$ cat src/rtl/tx_arb_pkg.sv
// rtl/tx_arb_pkg.sv - shared widths, FSM states and helpers for the tx channel arbiter
package tx_arb_pkg;

    localparam int CONN_ID_W  = 4;
    localparam int BYTE_NUM_W = 13;
    localparam int PRIO_CNT_W = 8;

    typedef enum logic [0:0] {
        IDLE = 1'b0,
        XFER = 1'b1
    } state_t;

    // Index width for n channels, never narrower than one bit.
    function automatic int clog2_min1(input int n);
        return (n <= 2) ? 1 : $clog2(n);
    endfunction

endpackage

$ cat src/rtl/tx_rr_arbiter.sv
// rtl/tx_rr_arbiter.sv - combinational priority/round-robin grant selection
module tx_rr_arbiter
    import tx_arb_pkg::*;
#(
    parameter int NUM_CH   = 5,
    parameter int PRIO_CH  = 0,
    parameter int PRIO_MAX = 4,
    parameter int GW       = clog2_min1(NUM_CH)
) (
    input  logic [NUM_CH-1:0]     eligible,
    input  logic [GW-1:0]         rr_ptr,
    input  logic [PRIO_CNT_W-1:0] prio_cnt,
    output logic [NUM_CH-1:0]     grant,
    output logic [GW-1:0]         grant_idx,
    output logic                  prio_win
);

    localparam logic [GW-1:0]         PRIO_IDX     = GW'(PRIO_CH);
    localparam logic [PRIO_CNT_W-1:0] PRIO_CNT_MAX = PRIO_CNT_W'(PRIO_MAX);

    logic found;
    int   cand;

    // Priority channel wins while under its consecutive-win budget; otherwise
    // search forward from the channel after rr_ptr, wrapping at NUM_CH-1.
    always_comb begin
        grant     = '0;
        grant_idx = '0;
        prio_win  = 1'b0;
        found     = 1'b0;
        cand      = 0;
        if (eligible[PRIO_CH] && (prio_cnt < PRIO_CNT_MAX)) begin
            prio_win  = 1'b1;
            grant_idx = PRIO_IDX;
        end else begin
            for (int k = 1; k <= NUM_CH; k++) begin
                cand = int'(rr_ptr) + k;
                if (cand >= NUM_CH) begin
                    cand = cand - NUM_CH;
                end
                if (!found && eligible[cand]) begin
                    found     = 1'b1;
                    grant_idx = GW'(cand);
                end
            end
        end
        if (prio_win || found) begin
            grant[grant_idx] = 1'b1;
        end
    end

endmodule

$ cat src/rtl/tx_channel_arbiter.sv
// rtl/tx_channel_arbiter.sv - packet-atomic N-input arbiter onto the tx stream
module tx_channel_arbiter
    import tx_arb_pkg::*;
#(
    parameter  int DATA_WIDTH = 16,
    parameter  int NUM_CH     = 5,
    parameter  int PRIO_CH    = 0,
    parameter  int PRIO_MAX   = 4,
    localparam int GW         = clog2_min1(NUM_CH)
) (
    input  logic                           clk,
    input  logic                           reset,
    input  logic [NUM_CH-1:0]              s_valid,
    output logic [NUM_CH-1:0]              s_ready,
    input  logic [NUM_CH*DATA_WIDTH*8-1:0] s_data,
    input  logic [NUM_CH*DATA_WIDTH-1:0]   s_keep,
    input  logic [NUM_CH-1:0]              s_last,
    input  logic [NUM_CH*CONN_ID_W-1:0]    s_connection_id,
    input  logic [NUM_CH*BYTE_NUM_W-1:0]   s_byte_num,
    input  logic [NUM_CH-1:0]              ch_enable,
    output logic [DATA_WIDTH*8-1:0]        tx_data,
    output logic [DATA_WIDTH-1:0]          tx_keep,
    output logic [CONN_ID_W-1:0]           tx_connection_id,
    output logic [BYTE_NUM_W-1:0]          tx_byte_num,
    output logic                           tx_last,
    output logic                           tx_valid,
    input  logic                           tx_ready,
    output logic [GW-1:0]                  grant_idx,
    output logic                           busy
);

    localparam int                    DB           = DATA_WIDTH * 8;
    localparam logic [GW-1:0]         PRIO_IDX     = GW'(PRIO_CH);
    localparam logic [PRIO_CNT_W-1:0] PRIO_CNT_MAX = PRIO_CNT_W'(PRIO_MAX);

    state_t                  state;
    state_t                  state_nxt;
    logic [GW-1:0]           rr_ptr;
    logic [PRIO_CNT_W-1:0]   prio_cnt;
    logic [PRIO_CNT_W-1:0]   prio_cnt_nxt;
    logic [NUM_CH-1:0]       eligible;
    logic [NUM_CH-1:0]       arb_grant;
    logic [GW-1:0]           arb_idx;
    logic                    arb_prio_win;
    logic                    grant_take;
    logic                    load;
    logic                    out_free;

    logic                    sel_valid;
    logic [DB-1:0]           sel_data;
    logic [DATA_WIDTH-1:0]   sel_keep;
    logic                    sel_last;
    logic [CONN_ID_W-1:0]    sel_conn;
    logic [BYTE_NUM_W-1:0]   sel_bnum;

    assign eligible   = s_valid & ch_enable;
    assign busy       = (state == XFER);
    assign out_free   = ~tx_valid | tx_ready;
    assign grant_take = (state == IDLE) && (|arb_grant);

    tx_rr_arbiter #(
        .NUM_CH   (NUM_CH),
        .PRIO_CH  (PRIO_CH),
        .PRIO_MAX (PRIO_MAX),
        .GW       (GW)
    ) u_rr_arbiter (
        .eligible  (eligible),
        .rr_ptr    (rr_ptr),
        .prio_cnt  (prio_cnt),
        .grant     (arb_grant),
        .grant_idx (arb_idx),
        .prio_win  (arb_prio_win)
    );

    // Priority-win budget: count priority-rule wins, hold when the priority
    // channel wins by round-robin (it was alone), clear on any other winner.
    always_comb begin
        prio_cnt_nxt = '0;
        if (arb_prio_win) begin
            prio_cnt_nxt = (prio_cnt < PRIO_CNT_MAX) ? prio_cnt + 1'b1 : prio_cnt;
        end else if (arb_idx == PRIO_IDX) begin
            prio_cnt_nxt = prio_cnt;
        end
    end

    // Select the locked channel's beat fields.
    always_comb begin
        sel_valid = 1'b0;
        sel_data  = '0;
        sel_keep  = '0;
        sel_last  = 1'b0;
        sel_conn  = '0;
        sel_bnum  = '0;
        for (int i = 0; i < NUM_CH; i++) begin
            if (grant_idx == GW'(i)) begin
                sel_valid = s_valid[i];
                sel_data  = s_data[i*DB +: DB];
                sel_keep  = s_keep[i*DATA_WIDTH +: DATA_WIDTH];
                sel_last  = s_last[i];
                sel_conn  = s_connection_id[i*CONN_ID_W +: CONN_ID_W];
                sel_bnum  = s_byte_num[i*BYTE_NUM_W +: BYTE_NUM_W];
            end
        end
    end

    // FSM next state and per-channel ready; only the locked channel is ever ready.
    always_comb begin
        state_nxt = state;
        s_ready   = '0;
        load      = 1'b0;
        case (state)
            IDLE: begin
                if (|arb_grant) begin
                    state_nxt = XFER;
                end
            end
            XFER: begin
                s_ready[grant_idx] = out_free;
                load               = sel_valid & out_free;
                if (load && sel_last) begin
                    state_nxt = IDLE;
                end
            end
            default: state_nxt = IDLE;
        endcase
    end

    // State, lock and arbitration history. rr_ptr follows every winner, so a
    // forced round-robin turn after a priority streak starts past PRIO_CH.
    always_ff @(posedge clk or posedge reset) begin
        if (reset) begin
            state     <= IDLE;
            grant_idx <= '0;
            rr_ptr    <= GW'(NUM_CH - 1);
            prio_cnt  <= '0;
        end else begin
            state <= state_nxt;
            if (grant_take) begin
                grant_idx <= arb_idx;
                rr_ptr    <= arb_idx;
                prio_cnt  <= prio_cnt_nxt;
            end
        end
    end

    // Output register: load on handshake, drop valid once consumed.
    always_ff @(posedge clk or posedge reset) begin
        if (reset) begin
            tx_valid         <= 1'b0;
            tx_last          <= 1'b0;
            tx_data          <= '0;
            tx_keep          <= '0;
            tx_connection_id <= '0;
            tx_byte_num      <= '0;
        end else if (load) begin
            tx_valid         <= 1'b1;
            tx_last          <= sel_last;
            tx_data          <= sel_data;
            tx_keep          <= sel_keep;
            tx_connection_id <= sel_conn;
            tx_byte_num      <= sel_bnum;
        end else if (tx_valid && tx_ready) begin
            tx_valid <= 1'b0;
        end
    end

endmodule

$ cat config.mk
export PLATFORM = sky130hd
export DESIGN_NAME = tx_channel_arbiter
export DESIGN_NICKNAME = d
export VERILOG_FILES = /design/src/rtl/tx_arb_pkg.sv /design/src/rtl/tx_rr_arbiter.sv /design/src/rtl/tx_channel_arbiter.sv
export SDC_FILE = /design/constraint.sdc
export NUM_CORES = 1
export LEC_CHECK = 0
export BUFFER_PORTS_ARGS = -buffer_cell sky130_fd_sc_hd__buf_2
export CAP_MARGIN = 20
export CORE_AREA = 4 4 389 391
export DETAILED_ROUTE_END_ITERATION = 10
export DIE_AREA = 0 0 393 395
export GPL_TIMING_DRIVEN = 0
export MAX_ROUTING_LAYER = met4
export RECOVER_POWER = 50
export SYNTH_ARGS = -nofsm -noshare
export SYNTH_HDL_FRONTEND = slang
export SYNTH_HIERARCHICAL = 1
export SYNTH_SLANG_ARGS = --single-unit
$ cat constraint.sdc
create_clock -name clk -period 6.16 [get_ports clk]
set_input_delay 1.232 -clock clk [delete_from_list [all_inputs] [get_ports clk]]
set_output_delay 1.232 -clock clk [all_outputs]
set_load 0.01 [all_outputs]
After elaboration in Yosys (flattened, before gate mapping)

Index checks and enable logic that the tools add are counted.

Register bits after elaboration: 178
Bits in latches: 0
Bits in writable memories: 0
Memory bits (read-only): 0
Output and inout bits: 172
Logic and storage cells: 155
Memories kept: 0

$add $sub $neg: 11
Multiply operators: 0
Divide/modulo/power cells: 0
$lt $le $gt $ge: 15
Equality and inequality tests: 6
Shift operators: 0
Muxes and demuxes: 87
Bitwise gates (word level): 6
Reduce and logical (&&, ||, !) cells: 20

Operator list:

| cell                                                        | number |
|---|---|
| 2-to-1 mux 128 bit                                          | 5 |
| 2-to-1 mux 32 bit                                           | 10 |
| >= comparator 32 x 4 -> 1 bit, second input constant        | 5 |
| less-than comparator 32 x 5 -> 1 bit, second input constant | 5 |
| subtractor 32 x 4 -> 32 bit, second input constant          | 5 |
| 2-to-1 mux 16 bit                                           | 5 |
| 2-to-1 mux 13 bit                                           | 5 |
| 2-to-1 mux 1 bit                                            | 38 |
| 2-to-1 mux 8 bit                                            | 3 |
| 2-to-1 mux 4 bit                                            | 5 |
| 2-to-1 mux 3 bit                                            | 6 |
| binary-select mux 1 bit (select 3 bit)                      | 5 |
| AND 5 bit                                                   | 2 |
| logical AND 1 bit                                           | 10 |
| 2-to-1 mux 5 bit                                            | 2 |
| adder 3 x 2 -> 4 bit, second input constant                 | 2 |
| adder 3 x 3 -> 4 bit, second input constant                 | 2 |
| adder 8 x 1 -> 8 bit, second input constant                 | 1 |
| less-than comparator 3 x 4 -> 1 bit, second input constant  | 2 |
| less-than comparator 8 x 3 -> 1 bit, second input constant  | 1 |
| demux 1 bit (select 3 bit)                                  | 2 |
| == test 3 x 2 -> 1 bit, second input constant               | 2 |
| >= comparator 3 x 1 -> 1 bit, second input constant         | 2 |
| logical NOT 3 bit                                           | 2 |
| other kinds (14)                                            | 18 |

Depth between registers and ports, before layout

Gate-level depths: netlist of run 1.

Depth after elaboration: 33
Depth in mapped cells: 17
Mapped depth without buffers: 16

By module

Netlist of run 1, hierarchy kept.

By module, submodules not included:

| module             | times used | cells an instance | area an instance (sq um) | sequential area each (sq um) |
|---|---|---|---|---|
| tx_channel_arbiter | 1          | 1178              | 13352.8                  | 4405.5 |
| tx_rr_arbiter      | 1          | 182               | 1375.1                   | 0.0 |

Worst setup path after synthesis of run 1

OpenSTA, ideal clock, no wires.

Path kind: in2reg
From: input port s_valid[3]
To: register prio_cnt[2]
Data arrival time: 4.208 ns
Path slack: 1.812 ns
Cell stages on the path: 14
Cells stage by stage: and2_1 > clkbuf_1 > and4b_1 > a221o_1 > a311oi_2 > a22oi_2 > a211oi_4 > nand3_2 > a31oi_4 > nor3b_2 > nor3_1 > a21o_1 > nor3_1 > nor2_1

Longest elaborated chain between the ends: 30
Elaborated cells between the ends (all ways): 52

RTL lines:

| what                                                 | line                      | source |
|---|---|---|
| from (decl)                                          | tx_channel_arbiter.sv:13  | `input logic [NUM_CH-1:0] s_valid,` |
| AND 5 bit *                                          | tx_channel_arbiter.sv:56  | `assign eligible = s_valid & ch_enable;` |
| binary-select mux 1 bit (select 3 bit)               | tx_rr_arbiter.sv:41       | `if (!found && eligible[cand]) begin` |
| 2-to-1 mux 1 bit (implied by the code) (2 in series) | tx_rr_arbiter.sv:41       |  |
| 2-to-1 mux 1 bit                                     | tx_rr_arbiter.sv:41       |  |
| 2-to-1 mux 1 bit                                     | tx_rr_arbiter.sv:32       | `if (eligible[PRIO_CH] && (prio_cnt < PRIO_CNT_MAX)) begin` |
| logical NOT 1 bit                                    | tx_rr_arbiter.sv:41       |  |
| logical AND 1 bit                                    | tx_rr_arbiter.sv:41       |  |
| 2-to-1 mux 1 bit                                     | tx_rr_arbiter.sv:41       |  |
| (+13 left out)                                       | --                        |  |
| net arb_idx[0]                                       | tx_channel_arbiter.sv:43  | `logic [GW-1:0] arb_idx;` |
| (+1 left out)                                        | --                        |  |
| logical AND 1 bit (implied by the code)              | tx_rr_arbiter.sv:48       | `grant[grant_idx] = 1'b1;` |
| 2-to-1 mux 1 bit (implied by the code)               | tx_rr_arbiter.sv:48       |  |
| demux 1 bit (select 3 bit) *                         | --                        |  |
| 2-to-1 mux 5 bit *                                   | tx_rr_arbiter.sv:47       | `if (prio_win \|\| found) begin` |
| net arb_grant[1]                                     | tx_channel_arbiter.sv:42  | `logic [NUM_CH-1:0] arb_grant;` |
| OR reduction 5 bit *                                 | tx_channel_arbiter.sv:59  | `assign grant_take = (state == IDLE) && (\|arb_grant);` |
| logical AND 1 bit *                                  | tx_channel_arbiter.sv:59  |  |
| AND reduction 3 bit (no line) *                      | --                        |  |
| to (signal assigned)                                 | tx_channel_arbiter.sv:141 | `prio_cnt <= prio_cnt_nxt;` |
| to (decl)                                            | tx_channel_arbiter.sv:39  | `logic [PRIO_CNT_W-1:0] prio_cnt;` |

Mark *: on every way through the listed nets, which the timed path passes. The rest lies on a longest branch. The select of a mux whose other input is x is not followed.
A chain may end at the register's enable or synchronous reset.

==> key figures, run 1 <==
Placed design
  – Placed Area: 0.0223 mm²
  – Dpl ws: 0.630 ns
  – Placed cells: 4295
  – RePlAce Congestion: 1.02
  – Port bufs: 994
  – Detailed placer's ending HPWL: 128 mm

Routing
  – DRC Markers: 0
  – Drt total wl: 147 mm
  – Drt initial violations: 1707
  – Via-to-Cell Ratio: 3.99
  – Vias: 17.4k
  – Post-DRT Antenna Nets: 0
  – Drt first pass iters: 8
  – Wire per inst: 33.6 µm

Critical path
  – R2R Setup Slk: 0.59 ns
  – Critical path class: flop to flop
  – Critical path arrival: 5.96 ns
  – Cell Chain, Critical Path: clkinv_1 -> ha_1 -> buf_4 -> mux2_2 -> a21o_1 -> a22oi_1 -> a2111oi_0 -> o21a_1 -> o21ai_0 -> a41oi_2 -> nor4_1 -> nor3_1 -> a21o_1 -> nor3_1 -> nor2b_1
  – Slowest stage delay, CP: 0.79 ns
  – CP max stage cell: dfrtp_1
  – CP endpoint kind: flop
  – Dominant delay contributor by cell family on the critical path: compound AO/OA/AOI/OAI gates
  – Worst reg2reg endpoint: prio_cnt[6]$_DFFE_PP0P_
  – Cell count along the critical path: 15
  – Crit path launch type: flop
  – R2R depth: 15
  – Buffers & Inverters on Critical Path: 2
  – Crit path max fanout: 13
  – RR Startpoint: grant_idx[0]$_DFFE_PP0P_
  – Worst endpoint required time: 6.54 ns

Cells and area
  – Layout Area Growth over Synthesis: 55.3%
  – Most common cell after layout, fill and taps aside: buf_2
  – Most frequent cells in the layout: buf_2 (949), mux2_2 (257), dfrtp_1 (175)
  – Layout filler cell count: 16.8k
  – Fin nets: 3219
  – Share of layout cells above drive strength 1: 0.568
  – Reg area: 0.00441 mm²
  – Multi-input logic area: 0.00960 mm²
  – Final instance area: 0.0229 mm²
  – Final cell count without fillers: 4363

Run status
  – Status: finished with violations
  – Failing checks: capacitance limit, slew limit

Synth
  – Synth Cell Area: 0.0147 mm²
  – Syn avg cell area: 10.8 µm²
  – Distinct cells, synth: 82
  – Synth Instances: 1360
  – YS warnings: 6
  – Top_reg_cell synth: dfrtp_1
  – Post-synth EDFFs: 0
  – Syn Nets: 2195
  – Ys async rst share: 1.00
  – Seq/Total Area, Yosys: 0.299
  – Seq cells post-synth: 176

Clock tree
  – CTS resizes: 0
  – CTS root buffer: clkbuf_16
  – # clock sinks: 176
  – TritonCTS buffer count: 17
  – Clk buf depth: 2
  – Post-CTS Setup Inserts: 0
  – Clock Latency Late Sink: 0.54 ns
  – Post-CTS Hold Buffers: 0
  – CTS clk-pin slew, worst paths: 0.08 ns
  – CTS tree: yes
  – H-tree lvl count: 4

STA
  – Slack of the critical path: 0.589 ns
  – Setup TNS: 0 ns
  – Slew of the pin with the lowest slew margin: 4.18 ns
  – Slew HR: -1.79
  – Period utilization: 0.904
  – RSZ-0062 raised after global routing: false
  – Fin. Hold Viols: 0
  – Skew final: 0.0238 ns
  – Fin crit period: 5.57 ns
  – Endpoints failing setup: 0
  – Worst Hold Slack: 0.507 ns
  – Highest clock rate: 179 MHz
  – Final Max Tran Viols: 95

Floorplan
  – Io pins: 995
  – Core area: 0.147 mm²
  – Starting density of the core: 0.0999
  – Chip width: 393 µm
  – Die Height: 395 µm
  – # rows: 141
  – Die area: 0.155 mm²

GRT
  – Global-route wire length before repair: 181 mm
  – Largest net degree at the start of global routing: 92
  – GR Util All Layers: 0.186
  – Vias in the first global route: 17.3k
  – Initial antenna violation count: 76
  – GRT overflow: 0

Power and ir drop
  – PwrDens: 540 mW/mm²
  – Maximum VDD drop: 0.206 mV
  – Leak Pwr: 10.1 nW

Worst hold path
  – Hold Path End: tx_data[18]$_DFFE_PP0P_
  – Worst Hold Class: flop to flop
  – Min-delay src: tx_data[18]$_DFFE_PP0P_
  – Hold depth: 1

Run
  – Max_cap viols: 2
how the worst max path moves through the flow:
| stage | start | endpoint | slack, ns |
|---|---|---|---|
| final | grant_idx[0]$_DFFE_PP0P_ | prio_cnt[6]$_DFFE_PP0P_ | 0.59 |
| after CTS | grant_idx[0]$_DFFE_PP0P_ | prio_cnt[6]$_DFFE_PP0P_ | 0.62 |
| after detailed placement | grant_idx[0]$_DFFE_PP0P_ | prio_cnt[4]$_DFFE_PP0P_ | 0.63 |
| after global placement | reset | tx_data[36]$_DFFE_PP0P_ | -3.86 |
| after floorplan | reset | busy$_DFF_PP0_ | 0.16 |
| after global routing | grant_idx[0]$_DFFE_PP0P_ | prio_cnt[7]$_DFFE_PP0P_ | 0.28 |
area by class of cell:
class                           count  area share
Clock buffer                       19      0.0194
Timing Repair Buffer             1005       0.221
Antenna cell                       36     0.00394
Sequential cell                   176       0.193
Inverter                           10     0.00164
Clock inverter                     13     0.00563
Multi-Input combinational cell   1035       0.420
Tap cell                         1930       0.106
Buffer                            139      0.0304
through the flow:
| stage | util | total power [mW] |
|---|---|---|
| 6_report | 0.155 | 12.4 |
| 5_1_grt | 0.155 | 13.0 |
| 4_1_cts | 0.155 | 12.7 |
| 3_5_place_dp | 0.151 | 11.4 |
| 3_3_place_gp | 0.150 | 11.2 |
| 2_1_floorplan | - | 6.98 |
report_power, final:
part,switching (mW),internal (mW),total [mW]
clock,0.636,0.577,1.21
combinational,5.55,3.47,9.02
sequential,0.377,1.74,2.12
total,6.56,5.80,12.4
cells in the mapped netlist, types with 3 or more instances:
master	count	share of area
a21o_1	5	0.0025
a21oi_1	12	0.0041
a221o_1	57	0.039
a22o_1	70	0.042
a22oi_1	71	0.036
a31oi_1	3	0.0013
a41o_1	3	0.0020
and2_1	8	0.0034
and3_1	4	0.0017
buf_1	6	0.0015
buf_2	42	0.014
buf_4	7	0.0036
buf_6	11	0.0084
clkbuf_1	72	0.018
dfrtp_1	175	0.30
ha_1	11	0.0093
inv_1	8	0.0020
mux2_2	257	0.20
mux2_4	70	0.071
mux2i_1	134	0.091
nand2_1	29	0.0074
nand2b_1	11	0.0047
nand3_1	6	0.0020
nand4_1	4	0.0017
nor2_1	67	0.017
nor2b_1	16	0.0068
nor3_1	10	0.0034
nor3b_1	4	0.0020
nor4_1	5	0.0021
o21ai_0	10	0.0034
o22a_1	3	0.0018
o22ai_1	35	0.015
o2bb2ai_1	70	0.042
xnor2_1	3	0.0018
xor2_1	3	0.0018
worst register-to-register path, cell delays in order, from the launching register on:
cell       delay, ns
dfrtp_1         0.79
clkinv_1        0.54
ha_1            0.59
buf_4           0.23
mux2_2          0.36
a21o_1          0.18
a22oi_1         0.39
a2111oi_0       0.17
o21a_1          0.25
o21ai_0         0.32
a41oi_2         0.24
nor4_1          0.31
nor3_1          0.11
a21o_1          0.26
nor3_1          0.58
nor2b_1         0.11
per-layer routing:
layer	share of wire	up-vias	routed length, µm	track usage
met4	0.020	0	2990	0.0411
met1	0.43	8789	63300	0.232
met2	0.48	1023	70700	0.308
li1	-	7442	-	-
met3	0.066	136	9650	0.0381
met5	0	-	0	-
kinds of logic (layout without fill, tap and decap cells):
group	after synthesis	in the layout	synth area share
mux	462	462	0.360
compound gates	374	374	0.214
simple gates	180	180	0.0618
flops	176	176	0.299
buf+inv	149	1186	0.0497
fa+ha+maj	12	12	0.0107
xor+xnor	7	7	0.00467
other cells	0	36	0
state kept, by name, summed over array words and instances, names as in the netlist:
signal,cells
tx_connection_id,4
tx_valid,1
rr_ptr,1
tx_keep,16
tx_byte_num,13
prio_cnt,8
tx_data,128
tx_last,1
busy,1
grant_idx,3
Note: power is estimated with default switching activity, not from simulation.
==> run 2, diff against run 1 <==
--- a/config.mk
+++ b/config.mk
@@ -8,11 +8,12 @@
 export BUFFER_PORTS_ARGS = -buffer_cell sky130_fd_sc_hd__buf_2
 export CAP_MARGIN = 20
 export CORE_AREA = 4 4 389 391
+export CTS_BUF_LIST = sky130_fd_sc_hd__clkbuf_16
 export DETAILED_ROUTE_END_ITERATION = 10
 export DIE_AREA = 0 0 393 395
 export GPL_TIMING_DRIVEN = 0
 export MAX_ROUTING_LAYER = met4
-export RECOVER_POWER = 50
+export REMOVE_ABC_BUFFERS = 1
 export SYNTH_ARGS = -nofsm -noshare
 export SYNTH_HDL_FRONTEND = slang
 export SYNTH_HIERARCHICAL = 1
==> run 2 against run 1 <==
- the run now ends clean
- die area unchanged
- core utilization rose by 0.055 points
- count of clock-buffer cells in the layout down 2
- design area up 0.36%
- critical endpoint is now prio_cnt[5]$_DFFE_PP0P_
- largest cell class unchanged
- largest power group unchanged
- highest routed layer unchanged
==> key figures, run 2 (synthesis gave the netlist of run 1 again) <==
Cells and area
  – Core Util, Final: 0.156 (+0.000551)
  – Largest Register: tx_data
  – Layout filler cell count: 16.7k (-0.80%)
  – Final cell count without fillers: 4239 (-2.8%)
  – Most frequent cells in the layout: buf_2 (994), mux2_2 (257), dfrtp_1 (172)
  – Fin nets: 3104 (-3.6%)
  – Layout Area Growth over Synthesis: 55.9%
  – Final instance area: 0.0230 mm² (+0.36%)
  – Share of layout cells above drive strength 1: 0.623 (+0.0549)
  – Largest regs: tx_data: 128 flops, tx_keep: 16 flops, tx_byte_num: 13 flops
  – Max FFs per register: 128 (unchanged)
  – Most common cell after layout, fill and taps aside: buf_2

Clock tree
  – TritonCTS buffer count: 17 (unchanged)
  – # clock sinks: 176 (unchanged)
  – CTS root buffer: clkbuf_16
  – H-tree lvl count: 4 (unchanged)
  – Clk buf depth: 2 (unchanged)
  – CTS resizes: 0 (unchanged)
  – Clock Latency Late Sink: 0.52 ns (-0.02 ns)
  – Post-CTS Setup Inserts: 0 (unchanged)
  – Post-CTS Hold Buffers: 0 (unchanged)
  – CTS clk-pin slew, worst paths: 0.09 ns (about the same)
  – CTS tree: yes

Critical path
  – Buffers & Inverters on Critical Path: 1 (-1)
  – CP endpoint kind: flop
  – Worst endpoint required time: 6.53 ns (about the same)
  – Dominant delay contributor by cell family on the critical path: simple AND/OR/NAND/NOR gates
  – Crit path launch type: flop
  – CP max stage cell: dfrtp_4
  – Critical path class: flop to flop
  – Slowest stage delay, CP: 0.89 ns (+0.10 ns)
  – Crit path max fanout: 61 (+48)
  – Cell Chain, Critical Path: clkinv_1 -> ha_2 -> nor2b_1 -> or3b_2 -> o311a_1 -> a21o_1 -> a211oi_4 -> nand3_2 -> a31oi_4 -> nor3b_2 -> nor3_1 -> a21o_1 -> nor3_1 -> nor2b_1
  – Critical path arrival: 6.06 ns (+0.10 ns)

Placed design
  – RePlAce Congestion: 0.984 (-3.6%)
  – Port bufs: 994 (unchanged)
  – Placed cells: 4180 (-2.7%)
  – Placed Area: 0.0223 mm² (-0.29%)
  – Detailed placer's ending HPWL: 97.7 mm (-24%)

Routing
  – Wire per inst: 27.0 µm (-20%)
  – Drt initial violations: 924 (-46%)
  – Via-to-Cell Ratio: 3.78 (-5.2%)
  – DRC Markers: 0 (unchanged)
  – Post-DRT Antenna Nets: 0 (unchanged)
  – Drt total wl: 114 mm (-22%)
  – Drt first pass iters: 6 (-2)
  – Vias: 16.0k (-7.9%)

STA
  – Slew HR: 0.362 (+2.15)
  – Setup TNS: 0 ns (unchanged)
  – Skew final: 0.0175 ns (-0.00625 ns)
  – Endpoints failing setup: 0 (unchanged)
  – Period utilization: 0.923 (+0.0189)
  – Fin crit period: 5.69 ns (+0.116 ns)
  – Slew of the pin with the lowest slew margin: 0.931 ns (-3.25 ns)
  – Fin. Hold Viols: 0 (unchanged)
  – Highest clock rate: 176 MHz (-2.0%)
  – Final Max Tran Viols: 0 (-100%)
  – RSZ-0062 raised after global routing: false

Power and ir drop
  – Maximum VDD drop: 0.221 mV (+7.5%)
  – Leak Pwr: 10.2 nW (+1.3%)
  – PwrDens: 506 mW/mm² (-6.3%)
  – Pwr Total: 11.6 mW (-6.0%)

GRT
  – Global-route wire length before repair: 146 mm (-19%)
  – GRT overflow: 0 (unchanged)
  – Largest net degree at the start of global routing: 84 (-8.7%)
  – Initial antenna violation count: 54 (-29%)
  – GR Util All Layers: 0.144 (-0.0412)
  – Vias in the first global route: 16.1k (-6.6%)

Floorplan
  – Starting density of the core: 0.0999 (unchanged)
  – Chip width: 393 µm (unchanged)
  – Io pins: 995 (unchanged)
  – Die area: 0.155 mm² (unchanged)
  – Die Height: 395 µm (unchanged)
  – # rows: 141 (unchanged)
  – Core area: 0.147 mm² (unchanged)

Worst hold path
  – Worst Hold Class: flop to flop

Run
  – Max_cap viols: 0 (-2)

Run status
  – Status: finished, final reports clean
-- run 2: changes by cell type in the layout (fill, tap and decap cells not counted), sizes merged --
cell      before   now
buf          985  1029
clkbuf       178    17
bufinv         1     2
diode         36    27
clkinvlp       1     2
-- run 2: through the flow --
stage          worst slack [ns]  hold slack (ns)
5_1_grt                  0.0481            0.522
4_1_cts                   0.323            0.509
6_report                  0.472            0.506
3_5_place_dp              0.367            0.490
3_3_place_gp             -26.38            0.486
2_1_floorplan            -12.38            0.478
-- run 2: layout make-up --
class	instances	area, µm²	area share
Timing Repair Buffer	1029	5730	0.250
Multi-Input combinational cell	1035	9650	0.421
Antenna cell	27	67.6	0.00294
Tap cell	1930	2410	0.105
Clock buffer	17	425	0.0185
Inverter	10	47.5	0.00207
Sequential cell	176	4420	0.192
Clock inverter	15	196	0.00856
-- run 2: final timing paths --
path | start | to | slack, ns | depth (start not counted)
max | grant_idx[0]$_DFFE_PP0P_ | prio_cnt[5]$_DFFE_PP0P_ | 0.47 | 14
min | tx_data[96]$_DFFE_PP0P_ | tx_data[96]$_DFFE_PP0P_ | 0.51 | 1
max reg2reg | grant_idx[0]$_DFFE_PP0P_ | prio_cnt[5]$_DFFE_PP0P_ | 0.47 | 14
min reg2reg | tx_data[96]$_DFFE_PP0P_ | tx_data[96]$_DFFE_PP0P_ | 0.51 | 1
max in group asynchronous | reset | grant_idx[2]$_DFFE_PP0P_ | 4.58 | 3
min in group asynchronous | reset | tx_data[72]$_DFFE_PP0P_ | 0.70 | 2
-- run 2: metal layers --
metal,vias up,wire length (µm),GRT usage
li1,7209,-,-
met1,7935,49300,0.177
met2,787,57000,0.247
met3,92,6250,0.0259
met4,0,1790,0.0290
met5,-,0,-
-- run 2: where the power goes --
part	internal, mW	switching [mW]	leakage [nW]
Combinational	3.61	4.52	7.77
Clock	0.620	0.656	0.298
Sequential	1.75	0.455	2.14
Total	5.98	5.63	10.2
